===== config.mk =====
export PLATFORM = sky130hd
export DESIGN_NAME = acc_alu
export DESIGN_NICKNAME = d
export VERILOG_FILES = /design/src/rtl/acc_alu_pkg.sv /design/src/rtl/booth_mul_core.sv /design/src/rtl/acc_alu.sv
export SDC_FILE = /design/constraint.sdc
export NUM_CORES = 1
export LEC_CHECK = 0
export CAP_MARGIN = 20
export CELL_PAD_IN_SITES_DETAIL_PLACEMENT = 1
export CELL_PAD_IN_SITES_GLOBAL_PLACEMENT = 1
export CORE_MARGIN = 2
export CORE_UTILIZATION = 30
export DETAILED_ROUTE_END_ITERATION = 10
export PLACE_DENSITY = 0.61
export SKIP_CTS_REPAIR_TIMING = 1
export SYNTH_ARGS = -nofsm -noshare
export SYNTH_HDL_FRONTEND = slang
export SYNTH_SLANG_ARGS = --single-unit

===== constraint.sdc =====
create_clock -name clk -period 11.4 [get_ports clk]
set_input_delay 1.71 -clock clk [delete_from_list [all_inputs] [get_ports clk]]
set_output_delay 1.71 -clock clk [all_outputs]
set_load 0.02 [all_outputs]

===== src/rtl/acc_alu_pkg.sv =====
// Shared definitions for the accumulator-side execute stage: op codes,
// FSM state encoding and the default datapath width.
package acc_alu_pkg;

  localparam int ACC_WIDTH = 16;

  localparam logic [3:0] OP_ADD    = 4'd0;
  localparam logic [3:0] OP_SUB    = 4'd1;
  localparam logic [3:0] OP_AND    = 4'd2;
  localparam logic [3:0] OP_OR     = 4'd3;
  localparam logic [3:0] OP_NOT    = 4'd4;
  localparam logic [3:0] OP_SHL    = 4'd5;
  localparam logic [3:0] OP_SHR    = 4'd6;
  localparam logic [3:0] OP_MPY    = 4'd7;
  localparam logic [3:0] OP_CLR    = 4'd8;
  localparam logic [3:0] OP_LOAD   = 4'd9;
  localparam logic [3:0] OP_LOADMR = 4'd10;

  typedef enum logic [1:0] {
    IDLE = 2'd0,
    MUL  = 2'd1,
    DONE = 2'd2
  } state_t;

endpackage


===== src/rtl/booth_mul_core.sv =====
// Radix-2 Booth multiplier datapath: A/Q/q-1 registers and step counter.
// a_out/q_out present the post-step values so the owner can capture the product on the final step edge.
module booth_mul_core
  import acc_alu_pkg::*;
#(
  parameter int WIDTH     = ACC_WIDTH,
  parameter int MUL_STEPS = ACC_WIDTH
) (
  input  logic                    clk,
  input  logic                    rst_n,
  input  logic                    load,
  input  logic signed [WIDTH-1:0] m,
  input  logic        [WIDTH-1:0] q_in,
  input  logic                    step_en,
  output logic        [WIDTH-1:0] a_out,
  output logic        [WIDTH-1:0] q_out,
  output logic                    last_step
);

  localparam int CNT_W = $clog2(MUL_STEPS);

  logic signed [WIDTH:0]   a_q;
  logic signed [WIDTH:0]   m_q;
  logic        [WIDTH-1:0] q_q;
  logic                    qm1_q;
  logic        [CNT_W-1:0] cnt_q;

  logic signed [WIDTH:0]   sum;
  logic signed [WIDTH:0]   a_nxt;
  logic        [WIDTH-1:0] q_nxt;

  // A is one bit wider than M so that A-M cannot wrap when M is the most negative value
  always_comb begin
    sum = a_q;
    unique case ({q_q[0], qm1_q})
      2'b01:   sum = a_q + m_q;
      2'b10:   sum = a_q - m_q;
      default: sum = a_q;
    endcase
    a_nxt = sum >>> 1;
    q_nxt = {sum[0], q_q[WIDTH-1:1]};
  end

  assign a_out     = a_nxt[WIDTH-1:0];
  assign q_out     = q_nxt;
  assign last_step = step_en && (cnt_q == CNT_W'(MUL_STEPS - 1));

  always_ff @(posedge clk or negedge rst_n) begin
    if (!rst_n) begin
      cnt_q <= '0;
    end else if (load) begin
      cnt_q <= '0;
    end else if (step_en) begin
      cnt_q <= cnt_q + 1'b1;
    end
  end

  always_ff @(posedge clk) begin
    if (load) begin
      a_q   <= '0;
      m_q   <= {m[WIDTH-1], m};
      q_q   <= q_in;
      qm1_q <= 1'b0;
    end else if (step_en) begin
      a_q   <= a_nxt;
      q_q   <= q_nxt;
      qm1_q <= q_q[0];
    end
  end

endmodule


===== src/rtl/acc_alu.sv =====
// Accumulator execute stage: single-cycle ALU ops on ACC plus an iterative
// signed multiply whose 32-bit product lands in {MR, ACC}.
module acc_alu
  import acc_alu_pkg::*;
#(
  parameter int WIDTH     = ACC_WIDTH,
  parameter int MUL_STEPS = ACC_WIDTH
) (
  input  logic                    clk,
  input  logic                    rst_n,
  input  logic                    start,
  input  logic        [3:0]       op,
  input  logic signed [WIDTH-1:0] br_data,
  output logic        [WIDTH-1:0] acc_out,
  output logic        [WIDTH-1:0] mr_out,
  output logic                    busy,
  output logic                    done,
  output logic                    zf,
  output logic                    nf,
  output logic                    of
);

  state_t                  state_q;
  logic signed [WIDTH-1:0] acc_q;
  logic        [WIDTH-1:0] mr_q;
  logic                    done_q;
  logic                    zf_q;
  logic                    nf_q;
  logic                    of_q;

  logic signed [WIDTH-1:0] res;
  logic                    res_of;
  logic                    res_upd;

  logic                    mul_load;
  logic                    mul_step;
  logic        [WIDTH-1:0] prod_hi;
  logic        [WIDTH-1:0] prod_lo;
  logic                    mul_last;

  function automatic logic add_ovf(input logic signed [WIDTH-1:0] a,
                                   input logic signed [WIDTH-1:0] b,
                                   input logic signed [WIDTH-1:0] s);
    return (a[WIDTH-1] == b[WIDTH-1]) && (s[WIDTH-1] != a[WIDTH-1]);
  endfunction

  function automatic logic sub_ovf(input logic signed [WIDTH-1:0] a,
                                   input logic signed [WIDTH-1:0] b,
                                   input logic signed [WIDTH-1:0] d);
    return (a[WIDTH-1] != b[WIDTH-1]) && (d[WIDTH-1] != a[WIDTH-1]);
  endfunction

  always_comb begin
    res     = acc_q;
    res_of  = 1'b0;
    res_upd = 1'b1;
    unique case (op)
      OP_ADD: begin
        res    = acc_q + br_data;
        res_of = add_ovf(acc_q, br_data, res);
      end
      OP_SUB: begin
        res    = acc_q - br_data;
        res_of = sub_ovf(acc_q, br_data, res);
      end
      OP_AND:    res = acc_q & br_data;
      OP_OR:     res = acc_q | br_data;
      OP_NOT:    res = ~acc_q;
      OP_SHL: begin
        res    = acc_q <<< 1;
        res_of = acc_q[WIDTH-1] ^ acc_q[WIDTH-2];
      end
      OP_SHR:    res = acc_q >>> 1;
      OP_CLR:    res = '0;
      OP_LOAD:   res = br_data;
      OP_LOADMR: res = mr_q;
      default:   res_upd = 1'b0;
    endcase
  end

  assign busy     = (state_q == MUL);
  assign mul_load = start && !busy && (op == OP_MPY);
  assign mul_step = busy;

  booth_mul_core #(
    .WIDTH     (WIDTH),
    .MUL_STEPS (MUL_STEPS)
  ) u_booth (
    .clk       (clk),
    .rst_n     (rst_n),
    .load      (mul_load),
    .m         (br_data),
    .q_in      (acc_q),
    .step_en   (mul_step),
    .a_out     (prod_hi),
    .q_out     (prod_lo),
    .last_step (mul_last)
  );

  // DONE behaves exactly like IDLE for accepting new work; it only marks the done cycle
  always_ff @(posedge clk or negedge rst_n) begin
    if (!rst_n) begin
      state_q <= IDLE;
      acc_q   <= '0;
      mr_q    <= '0;
      done_q  <= 1'b0;
      zf_q    <= 1'b0;
      nf_q    <= 1'b0;
      of_q    <= 1'b0;
    end else begin
      done_q <= 1'b0;
      unique case (state_q)
        MUL: begin
          if (mul_last) begin
            mr_q    <= prod_hi;
            acc_q   <= prod_lo;
            zf_q    <= ({prod_hi, prod_lo} == '0);
            nf_q    <= prod_hi[WIDTH-1];
            of_q    <= 1'b0;
            done_q  <= 1'b1;
            state_q <= DONE;
          end
        end
        default: begin
          state_q <= IDLE;
          if (start) begin
            if (op == OP_MPY) begin
              state_q <= MUL;
            end else begin
              done_q <= 1'b1;
              if (res_upd) begin
                acc_q <= res;
                zf_q  <= (res == '0);
                nf_q  <= res[WIDTH-1];
                of_q  <= res_of;
              end
            end
          end
        end
      endcase
    end
  end

  assign acc_out = acc_q;
  assign mr_out  = mr_q;
  assign done    = done_q;
  assign zf      = zf_q;
  assign nf      = nf_q;
  assign of      = of_q;

endmodule


**After elaboration in Yosys (flattened, before gate mapping)**

Index checks and enable logic that the tools add are counted.

- Reduce and logical (&&, ||, !) cells: 15
- Bitwise gates (word level): 4
- Eq/ne operators: 20
- Add/sub/neg operators: 5
- Multiplexer cells: 36

Operators by type and width:

| operator | number |
|---|---|
| $pmux 16 s10 | 1 |
| $mux 16 | 7 |
| $pmux 17 s2 | 1 |
| $logic_not 32->1 | 1 |
| $mux 1 | 22 |
| $add 16x16->17 | 1 |
| $sub 16x16->17 | 1 |
| $add 16x16->16 | 1 |
| $and 16x16->16 | 1 |
| $eq 4x3->1 const B | 4 |
| $eq 4x4->1 const B | 4 |
| $logic_not 16->1 | 1 |
| $not 16->16 | 1 |
| $or 16x16->16 | 1 |
| $sub 16x16->16 | 1 |
| $reduce_or 10->1 | 1 |
| $eq 4x2->1 const B | 2 |
| $mux 4 | 2 |
| $reduce_bool 2->1 | 3 |
| $logic_and 1x1->1 | 5 |
| $add 4x1->4 const B | 1 |
| $eq 2x1->1 const B | 2 |
| $eq 4x1->1 const B | 1 |
| $logic_not 4->1 | 1 |
| 11 further kinds | 14 |

- Word-level logic and storage cells: 92
- Flip-flop bits (word level): 91
- Output and inout bits: 37
- Input port bits: 23

**Logic depth before layout (Yosys ltp)**

- Word-level depth: 8
- Mapped depth: 16
- Depth with buffers taken out: 16

**Hierarchy**

Synthesis repeated with hierarchy kept, for this count alone.

- Cells, all modules: 982
- Area total of the unflattened synthesis: 8361.8 sq um

By module, submodules not included:

| module | times used | area each (sq um) | cells an instance |
|---|---|---|---|
| acc_alu | 1 | 4838.4 | 626 |
| booth_mul_core | 1 | 3523.4 | 356 |

**Worst setup path after synthesis**

OpenSTA, ideal clock, no wires.

- Path type: input-to-reg
- Start point: in br_data[0]
- End point: reg zf_q, in the netlist zf
- Stages on the path: 11
- Library setup time: 0.066 ns
- Setup slack: 7.251 ns
- Arrival: 4.084 ns
- Buffers on the path: 0
- Cells stage by stage: ha_1 -> fa_1 -> a211oi_2 -> o21ai_0 -> a311o_1 -> o32ai_1 -> o21a_1 -> o2111a_1 -> nand4_1 -> nor4_1 -> a31o_1

- Word-level cells in the longest chain between the ends: 7
- Elaborated cells between the ends (all ways): 10
- Those cells by class: 2 x add/sub; 5 x mux; 2 x bitwise; 1 x reduce/logical

Ends and longest elaborated chain:

| what | RTL line | text |
|---|---|---|
| start, declared | acc_alu.sv:13 | `input logic signed [WIDTH-1:0] br_data,` |
| $sub 16x16->16, or another cell as far along | acc_alu.sv:63 | `res = acc_q - br_data;` |
| $pmux 16 s10 (*) | acc_alu.sv:57 | `unique case (op)` |
| $logic_not 16->1 (*) | acc_alu.sv:133 | `zf_q <= (res == '0);` |
| $mux 1 (*) | acc_alu.sv:131 | `if (res_upd) begin` |
| $mux 1 (*) | acc_alu.sv:127 | `if (op == OP_MPY) begin` |
| $mux 1 (*) | acc_alu.sv:126 | `if (start) begin` |
| $mux 1 (*) | acc_alu.sv:112 | `unique case (state_q)` |
| end signal, assigned | acc_alu.sv:117 | `zf_q <= ({prod_hi, prod_lo} == '0);` |
| end signal, assigned | acc_alu.sv:133 |  |
| end, declared | acc_alu.sv:27 | `logic zf_q;` |

Mark *: on every way between the ends. The rest lies on a longest branch, timed or not. The select of a mux whose other input is x is not followed.
A chain may end at the register's enable or synchronous reset.

**Final worst setup path**

- Start point: in op[2]
- End point: reg zf_q, in the netlist zf

- Word-level cells in the longest chain between the ends: 7
- Elaborated cells between the ends (all ways): 22
- Those cells by class: 11 x eq/ne; 6 x mux; 5 x reduce/logical

Ends and longest elaborated chain:

| what | RTL line | text |
|---|---|---|
| start, declared | acc_alu.sv:12 | `input logic [3:0] op,` |
| $eq 4x4->1, or another cell as far along | acc_alu.sv:57 |  |
| $pmux 16 s10 | acc_alu.sv:57 |  |
| $logic_not 16->1 | acc_alu.sv:133 |  |
| $mux 1 | acc_alu.sv:131 |  |
| $mux 1 | acc_alu.sv:127 |  |
| $mux 1 | acc_alu.sv:126 |  |
| $mux 1 | acc_alu.sv:112 |  |

Parallel ways exist; a longest one is shown, timed or not. The select of a mux whose other input is x is not followed.

==> impl_metrics.env <==
export IMPL_maximum_number_of_pins_on_one_net_before_global_route_repair=48
export IMPL_port_buffers=59
export IMPL_regToRegSetupSlack_ns=6.71
export IMPL_post_synth_main_area_contributors="sky130_fd_sc_hd__dfrtp_1 12%, sky130_fd_sc_hd__edfxtp_1 11%, sky130_fd_sc_hd__ha_1 9.7%"
export IMPL_reg2reg_depth=16
export IMPL_critical_path_peak_fanout=34
export IMPL_end_kind="flip-flop"
export IMPL_clock_sinks=91
export IMPL_number_of_flip_flops_and_latches_in_the_synthesized_netlist=91
export IMPL_cts_tree="done"
export IMPL_rr_endpoint="zf"
export IMPL_report_final_hold_viol_count=0
export IMPL_startpoint="op[2]"
export IMPL_syn_to_final_growth_pct=14.36
export IMPL_cpMaxStageDelayCell="sky130_fd_sc_hd__inv_1"
export IMPL_antenna_cells=0
export IMPL_rsz0062_at_grt="false"
export IMPL_drt_pass1_iterations=5
export IMPL_preCtsSetupSlack_ns=5.949
export IMPL_boundaryPins=60
export IMPL_vias_per_cell=5.808
export IMPL_post_synthesis_average_cell_area_um2=8.127
export IMPL_max_freq_mhz=192.3
export IMPL_hold_depth=2
export IMPL_power_density_cell_area_nw_per_um2=279.2
export IMPL_critical_path_max_stage_delay_ns=0.54
export IMPL_finalCritPeriodShare_pct=45.61
export IMPL_initial_utilization_pct=30.49
export IMPL_finalCriticalPeriod_ns=5.200
export IMPL_post_synth_top_area_cell="sky130_fd_sc_hd__dfrtp_1"
export IMPL_post_synth_inst_count=1045
export IMPL_clock_path_buffers=2
export IMPL_slew_at_the_pin_with_the_worst_max_slew_slack_ns=0.9752
export IMPL_grt_remaining_overflow=0
export IMPL_synth_lib_cells_used_distinct=94
export IMPL_synthesis_area_um2=8493
export IMPL_fillers=3328
export IMPL_detailedRoute_firstIterationViolations=586
export IMPL_max_vdd_ir_drop_uv=116.2
export IMPL_clock_tree_root_cell="sky130_fd_sc_hd__clkbuf_16"
export IMPL_worst_skew_pair_late_latency_ns=0.36
export IMPL_cp_data_required_time_ns=11.70
export IMPL_antenna_left=0
export IMPL_synth_seq_area_share_pct=27.70
export IMPL_globalplace_congestion=0.9017
export IMPL_holdCritPathClass="flip-flop to flip-flop"
export IMPL_critical_path_startpoint_type="input pin"
export IMPL_area_share_of_the_leading_cell_type_in_the_synthesized_netlist_pct=12.37
export IMPL_die_width_um=172.3
export IMPL_final_setup_viol_count=0
export IMPL_drt_drc_violations_left=0
export IMPL_vias_in_the_first_global_route=8217
export IMPL_cts_clk_slew_worst_paths_ns=0.07
export IMPL_die_y_um=172.3
export IMPL_crit_type="input pin to flip-flop"
export IMPL_synth_most_common_cell="sky130_fd_sc_hd__nand2_1"
export IMPL_hpwlAfterDp_um=25210
export IMPL_status="complete, no violations"
export IMPL_worst_path_cell_trace="clkdlybuf4s50_1 -> buf_4 -> inv_1 -> nor2_1 -> a31oi_2 -> buf_4 -> a31o_2 -> o211a_1 -> o2111a_1 -> nand4_1 -> nor4_1 -> a31o_1"
export IMPL_async_flop_share_pct=46.15
export IMPL_worst_r2r_startpoint="u_booth.m_q[0]"
export IMPL_worst_clock_skew_ns=0.01190
export IMPL_nNetsFinal=1157
export IMPL_holdPathEnd="u_booth.a_q[7]"
export IMPL_timing_max_cap_violations=0
export IMPL_synth_main_ff_cell="sky130_fd_sc_hd__dfrtp_1"
export IMPL_fin_tns_setup_ns=0
export IMPL_die_area_um2=29670
export IMPL_timing_final_max_slew_violations=0
export IMPL_cellLeakagePower_nw=3.829
export IMPL_rows=61
export IMPL_final_layout_size_suffix_gt1_share_pct=7.757
export IMPL_global_route_wire_length_before_repair_um=50650
export IMPL_synth_enable_flop_cells=32
export IMPL_clock_tree_htree_level_count=3
export IMPL_syn_num_nets=1137
export IMPL_routed_len_inst_um=22.86
export IMPL_crit_top_cell="sky130_fd_sc_hd__buf_4"
export IMPL_slew_headroom_pct=34.78
export IMPL_final_critical_path_setup_slack_ns=6.200
export IMPL_cts_buffers=9
export IMPL_worstHoldStart="u_booth.a_q[7]"
export IMPL_grt_antenna_before_repair=0
export IMPL_synth_top_cells_by_count="121 x sky130_fd_sc_hd__nand2_1, 75 x sky130_fd_sc_hd__nor2_1, 68 x sky130_fd_sc_hd__o21ai_0, 66 x sky130_fd_sc_hd__ha_1, 65 x sky130_fd_sc_hd__inv_1"
export IMPL_worstPathArrival_ns=5.50
export IMPL_globalRouteTotalUtil_pct=22.56
export IMPL_synth_yosys_warnings=0
export IMPL_dr_total_vias=8410
export IMPL_core_area_um2=27860
export IMPL_drt_wl_total_um=33100
## how the worst max path moves through the flow
stage / end / depth (start not counted)
4_1_cts: zf / 12
3_5_place_dp: zf / 12
3_3_place_gp: zf / 12
2_1_floorplan: zf / 11
5_1_grt: zf / 12
6_report: zf / 12
## per-stage QoR
| step | hold slack [ns] | util (%) | area, µm² | power, mW | cells |
|---|---|---|---|---|---|
| floorplan | 0.4482 | - | 8493 | 1.809 | 1045 |
| global placement | 0.4591 | 33.74 | 9400 | 2.382 | 1431 |
| detailed placement | 0.4740 | 33.74 | 9400 | 2.402 | 1431 |
| CTS | 0.4894 | 34.79 | 9693 | 2.716 | 1447 |
| global route | 0.5123 | 34.87 | 9713 | 2.927 | 1448 |
| finish | 0.4910 | 34.87 | 9713 | 2.712 | 1448 |
## state kept, by name (all words and copies together), names as in the netlist
| signal | flops |
|---|---|
| acc_out | 16 |
| done | 1 |
| mr_out | 16 |
| nf | 1 |
| of | 1 |
| state_q | 2 |
| u_booth.a_q | 16 |
| u_booth.cnt_q | 4 |
| u_booth.m_q | 16 |
| u_booth.q_q | 16 |
| u_booth.qm1_q | 1 |
| zf | 1 |
## worst max-delay path: cells and delay by family
| family | cells | cell delay, ns |
|---|---|---|
| buffers and inverters | 4 | 1.54 |
| and+or+nand+nor | 3 | 0.71 |
| AOI/OAI and AO/OA | 5 | 1.52 |
## cells in the final DEF (no fill, tap or decap), drive strengths merged, types with 12 or more instances in the layout
cell	netlist	final
o22ai	20	20
dfrtp	42	42
mux2	19	19
nor2	75	75
o211ai	14	14
nand3	19	19
mux2i	13	13
nor2b	17	17
edfxtp	32	32
nor3	24	24
buf	28	18
nand2	121	121
o21ai	74	74
a211oi	21	21
inv	65	69
ha	66	66
clkdlybuf4s50	0	57
a21o	12	12
nand2b	15	15
nand4	14	14
xnor2	23	23
a31oi	24	24
nor4	12	12
a21oi	58	58
dfxtp	17	17
## cell type report
type,count,area [µm²],area share [%]
sequential,91,2352,24.22
clock inverter,7,67.56,0.6956
timing repair buffer,75,713.2,7.343
multi-input combinational,820,5627,57.93
clock buffer,9,225.2,2.319
inverter,68,255.2,2.628
tap,378,473.0,4.869
## power by group
part           switching (mW)  internal [mW]
Sequential              0.180          0.469
Combinational            1.07          0.689
Clock                   0.148          0.154
## cells by family after synthesis
family / count (synthesis) / share of synthesized area, %
compound gates: 350 / 28.80
xor+xnor: 28 / 2.887
fa+ha+maj: 69 / 10.43
buf+inv: 134 / 6.335
flops: 91 / 27.70
mux: 32 / 4.051
simple gates: 341 / 19.80
## layer usage
| metal | track usage, % | part of all wire [%] |
|---|---|---|
| met1 | 32.29 | 49 |
| met2 | 36.46 | 46 |
| met3 | 2.358 | 3.4 |
| met4 | 5.298 | 2.1 |
| met5 | 0 | 0 |
Note: power is estimated with default switching activity, not from simulation.
